--- config.mk ---
export PLATFORM = sky130hd
export DESIGN_NAME = bit_unpermute_stream
export DESIGN_NICKNAME = d
export VERILOG_FILES = /design/src/rtl/bit_unpermute_stream.sv
export SDC_FILE = /design/constraint.sdc
export NUM_CORES = 1
export LEC_CHECK = 0
export BUFFER_PORTS_ARGS = -buffer_cell sky130_fd_sc_hd__buf_2
export CORE_ASPECT_RATIO = 1.2
export CORE_MARGIN = 2
export CORE_UTILIZATION = 60
export DETAILED_ROUTE_END_ITERATION = 10
export GPL_TIMING_DRIVEN = 0
export PLACE_DENSITY = 0.8
export SYNTH_ARGS = -nofsm -noshare
export SYNTH_HDL_FRONTEND = slang
export SYNTH_SLANG_ARGS = --single-unit
--- constraint.sdc ---
create_clock -name clk -period 5.58 [get_ports clk]
set_input_delay 1.395 -clock clk [delete_from_list [all_inputs] [get_ports clk]]
set_output_delay 1.395 -clock clk [all_outputs]
set_load 0.02 [all_outputs]
--- src/rtl/bit_unpermute_stream.sv ---
// bit_unpermute_stream: loads a forward bit map, checks it is a bijection, then restores permuted words on a stream
module bit_unpermute_stream #(
   parameter int WIDTH = 8,
   parameter int IDX_W = $clog2(WIDTH)
) (
   input  logic             clk,
   input  logic             rst_n,
   input  logic             cfg_start,
   input  logic             cfg_valid,
   input  logic [IDX_W-1:0] cfg_idx,
   input  logic [IDX_W-1:0] cfg_src,
   input  logic             cfg_done,
   output logic             cfg_busy,
   output logic             cfg_ok,
   output logic             cfg_err,
   input  logic             in_valid,
   output logic             in_ready,
   input  logic [WIDTH-1:0] in_data,
   output logic             out_valid,
   input  logic             out_ready,
   output logic [WIDTH-1:0] out_data
);
   typedef enum logic [2:0] {UNCFG, LOAD, CHECK, ACTIVE, ERROR} state_t;
   localparam logic [IDX_W:0]   WIDTH_X = (IDX_W+1)'(WIDTH);
   localparam logic [IDX_W-1:0] LAST_K  = IDX_W'(WIDTH-1);
   state_t           state_q, state_d;
   logic [IDX_W-1:0] fwd_q [WIDTH];
   logic [IDX_W-1:0] fwd_d [WIDTH];
   logic [IDX_W-1:0] inv_q [WIDTH];
   logic [IDX_W-1:0] inv_d [WIDTH];
   logic [WIDTH-1:0] used_q, used_d;
   logic             err_q, err_d;
   logic [IDX_W-1:0] k_q, k_d;
   logic             out_valid_q, out_valid_d;
   logic [WIDTH-1:0] out_data_q, out_data_d;
   logic [WIDTH-1:0] restored;
   logic [IDX_W-1:0] cur;
   logic             start_ok, cur_bad, accept;
   assign cfg_busy  = (state_q == LOAD) || (state_q == CHECK);
   assign cfg_ok    = state_q == ACTIVE;
   assign cfg_err   = state_q == ERROR;
   assign in_ready  = (state_q == ACTIVE) && (!out_valid_q || out_ready);
   assign accept    = in_valid && in_ready;
   assign out_valid = out_valid_q;
   assign out_data  = out_data_q;
   // configuration FSM: map load, one-entry-per-cycle bijection scan, inverse table build
   always_comb begin
      state_d  = state_q;
      fwd_d    = fwd_q;
      inv_d    = inv_q;
      used_d   = used_q;
      err_d    = err_q;
      k_d      = k_q;
      start_ok = cfg_start && ((state_q == UNCFG) || (state_q == ERROR) || ((state_q == ACTIVE) && !out_valid_q));
      cur      = fwd_q[k_q];
      cur_bad  = ({1'b0, cur} >= WIDTH_X) || used_q[cur];
      if (start_ok) begin
         state_d = LOAD;
         for (int i = 0; i < WIDTH; i++) fwd_d[i] = IDX_W'(i);
      end else begin
         case (state_q)
            LOAD: begin
               if (cfg_valid && ({1'b0, cfg_idx} < WIDTH_X)) fwd_d[cfg_idx] = cfg_src;
               if (cfg_done) begin
                  state_d = CHECK;
                  used_d  = '0;
                  err_d   = 1'b0;
                  k_d     = '0;
               end
            end
            CHECK: begin
               if (cur_bad) err_d = 1'b1;
               else begin
                  used_d[cur] = 1'b1;
                  inv_d[cur]  = k_q;
               end
               if (k_q == LAST_K) state_d = err_d ? ERROR : ACTIVE;
               else k_d = k_q + 1'b1;
            end
            default: ;
         endcase
      end
   end
   // datapath: gather each original bit from its permuted position, hold under backpressure
   always_comb begin
      for (int j = 0; j < WIDTH; j++) restored[j] = in_data[inv_q[j]];
      out_valid_d = accept ? 1'b1 : (out_ready ? 1'b0 : out_valid_q);
      out_data_d  = accept ? restored : out_data_q;
   end
   // state registers with asynchronous reset to the unconfigured identity map
   always_ff @(posedge clk or negedge rst_n) begin
      if (!rst_n) begin
         state_q     <= UNCFG;
         for (int i = 0; i < WIDTH; i++) begin
            fwd_q[i] <= IDX_W'(i);
            inv_q[i] <= IDX_W'(i);
         end
         used_q      <= '0;
         err_q       <= 1'b0;
         k_q         <= '0;
         out_valid_q <= 1'b0;
         out_data_q  <= '0;
      end else begin
         state_q     <= state_d;
         fwd_q       <= fwd_d;
         inv_q       <= inv_d;
         used_q      <= used_d;
         err_q       <= err_d;
         k_q         <= k_d;
         out_valid_q <= out_valid_d;
         out_data_q  <= out_data_d;
      end
   end
endmodule

==> flow_summary.json <==
{
  "hp-class": "register to register",
  "ys_seq_elements": 72,
  "rr_worst_depth": 8,
  "maxSlewViolCount": 0,
  "hold_viol": 0,
  "cts_tree": "yes",
  "vias_per_cell": 5.94,
  "crit_path_end": "in_ready",
  "top_usage_layer": "met2",
  "cts.repair.resized": 0,
  "clk_latency_ns": 0.35,
  "r2r_start": "k_q[1]",
  "dpl_cell_area_mm2": 0.00405,
  "startpoint_type": "primary input",
  "path_cells": "buf_2, o21a_1, buf_2",
  "p_comb_frac": 0.374,
  "grtUsageMet3": 0.0358,
  "p_sw_frac": 0.360,
  "final_nets": 375,
  "via_count": 2609,
  "cap_violations": 0,
  "fin_cells": 439,
  "path_common_cell": "buf_2",
  "use_met2": 0.446,
  "antenna_found_initial": 0,
  "multi_input_area_mm2": 0.00187,
  "dp_cells": 423,
  "switchingPower_mw": 0.732,
  "fin_worst_skew_ns": 0.00710,
  "core_area_mm2": 0.00609,
  "regArea_mm2": 0.00183,
  "pin_count": 34,
  "fin_crit_ns": 3.22,
  "drtIter0Drc": 206,
  "clk_pin_slew_ns": 0.08,
  "synthCells": 311,
  "timing.rr.end": "inv_q[22]",
  "grt_pass1_wl_um": 13700,
  "power.total_mw": 2.03,
  "htree_levels": 3,
  "design_area_mm2": 0.00429,
  "crit_type": "primary input to output port",
  "drc": 0,
  "syn_nets": 334,
  "num-fill-cells": 423,
  "end_kind": "output port",
  "timing.hold.ws_ns": 0.478,
  "leakage_nw": 1.92,
  "die-height_um": 91.2,
  "globalRouteTotalUtil": 0.250,
  "postCtsSetupBuffers": 0,
  "crit_family": "buffers and inverters",
  "fin_setup_tns_ns": 0,
  "dieWidth_um": 76.6,
  "antenna_left": 0,
  "ys_types": 38,
  "antenna_cells": 0,
  "rsz0062_at_grt": "false",
  "hpwl_um": 5600,
  "num_rows": 31,
  "ctsHoldBuffers": 0,
  "areaGrowthSynthToFinish_pct": 12.9,
  "cts_sinks": 72,
  "peakVddDrop_mv": 0.274,
  "cp-startpoint": "out_ready",
  "wire_per_inst_um": 17.6,
  "p_seq_frac": 0.385,
  "setup_viol": 0,
  "synthesis.area_mm2": 0.00380,
  "rrSetupSlack_ns": 2.59,
  "fin_crit_sh": 0.576,
  "power.share.clock": 0.241,
  "gp_congestion": 0.815,
  "dr.pass1.iters": 4,
  "grt_util_met1": 0.298,
  "grt_overflow_total": 0,
  "relSlewSlack": 0.417,
  "yosysSeqAreaShare": 0.482,
  "clockRootBuffer": "clkbuf_8",
  "drive_gt1_frac": 0.359,
  "cp.required_ns": 4.18,
  "cts_max_path_buffers": 2,
  "crit_fanout": 2,
  "fmaxAchievable_ghz": 0.311,
  "wl_um": 7720,
  "synth_edf_count": 0,
  "yosysWarnings": 0,
  "worstPathArrival_ns": 1.82,
  "synthFlopType": "dfrtp_1",
  "grt_max_degree": 73,
  "cts_buffers": 9,
  "syn_avg_cell_area_um2": 12.2,
  "worst-path-buf-inv": 2,
  "slowest_delay_ns": 0.17,
  "port_buffers": 30,
  "status": "complete, no violations",
  "ys_async_sr_fraction": 1.00,
  "grt_pass1_vias": 2851,
  "fp.dieArea_mm2": 0.00698,
  "cp.depth": 3,
  "cp_slowest_cell": "o21a_1",
  "initial_core_util": 0.624,
  "intPower_mw": 1.30,
  "tightestPinTransition_ns": 0.875,
  "power_density_mw_per_mm2": 474
}
[worst reg2reg max path, cell delays in order, from the launching register on]
cell,delay [ns]
dfrtp_1,0.45
clkbuf_1,0.44
mux4_2,0.45
nand2b_1,0.17
o21ai_0,0.33
a22oi_2,0.13
buf_2,0.24
a21oi_2,0.29
mux2_2,0.37
[metrics by stage]
step / setup WS, ns / utilization
floorplan: 2.56 / -
global placement: 2.37 / 0.665
detailed placement: 2.36 / 0.666
CTS: 2.36 / 0.704
global route: 2.35 / 0.704
finish: 2.36 / 0.704
[layer usage]
| metal | share of wire | wire [um] |
|---|---|---|
| met1 | 0.42 | 3210 |
| met2 | 0.53 | 4100 |
| met3 | 0.033 | 253 |
| met4 | 0.020 | 157 |
| met5 | 0 | 0 |
[how the worst min path moves through the flow]
stage	from	depth (start not counted)	slack (ns)	endpoint
2_1_floorplan	used_q[1]	1	0.45	used_q[1]
3_3_place_gp	out_data[4]	2	0.46	out_data[4]
3_5_place_dp	out_data[2]	2	0.47	out_data[2]
4_1_cts	used_q[4]	1	0.48	used_q[4]
5_1_grt	used_q[4]	1	0.50	used_q[4]
6_report	out_data[2]	2	0.48	out_data[2]
[power groups by stage]
stage / sequential, mW / combinational (mW) / clock (mW)
finish: 0.782 / 0.760 / 0.490
CTS: 0.784 / 0.766 / 0.496
global route: 0.805 / 0.833 / 0.519
floorplan: 0.803 / 0.546 / 0
global placement: 0.783 / 0.744 / 0
detailed placement: 0.793 / 0.763 / 0
[final cells by class]
cell class | instances | share of cell area
Multi-Input combinational cell | 217 | 0.436
Sequential cell | 72 | 0.427
Timing Repair Buffer | 30 | 0.0356
Clock buffer | 10 | 0.0298
Clock inverter | 6 | 0.0254
Tap cell | 82 | 0.0239
Buffer | 16 | 0.0166
Inverter | 6 | 0.00525
[cell usage after synthesis (all sizes together), types with 2 or more instances]
cell,number,area (um^2)
dfrtp,48,1200
nand2,36,135
mux2i,34,340
mux2,25,282
dfstp,24,631
mux4,21,473
nor2,19,71.3
o21ai,18,90.1
a21oi,12,86.3
clkbuf,11,41.3
nand3,11,55.1
a21o,8,60.1
inv,6,22.5
nand3b,6,45.0
buf,5,30.0
nand2b,4,25.0
o21a,3,22.5
a22oi,2,20.0
and2,2,12.5
ha,2,25.0
nor3b,2,15.0
[kinds of logic after synthesis]
| logic type | share of synthesized area |
|---|---|
| flops | 0.482 |
| compound gates | 0.0946 |
| simple gates | 0.103 |
| fa+ha+maj | 0.00659 |
| buf+inv | 0.0247 |
| mux | 0.288 |
[cells in the final DEF, fill, tap and decap left out, drive strengths merged, types with 3 or more instances in the layout]
cell	netlist	routed
a21oi	12	12
nand2	36	36
nand3b	6	6
dfrtp	48	48
mux4	21	21
clkinv	0	3
buf	5	35
a21o	8	8
inv	6	6
bufinv	0	3
mux2	25	25
nor2	19	19
o21a	3	3
nand3	11	11
o21ai	18	18
dfstp	24	24
clkbuf	11	21
nand2b	4	4
mux2i	34	34
[state kept, by name, summed over array words and instances (netlist names)]
signal and flops:
out_data 8, err_q 1, inv_q 24, fwd_q 24, state_q 3, used_q 8
k_q 3, out_valid 1
Note: power is estimated with default switching activity, not from simulation.
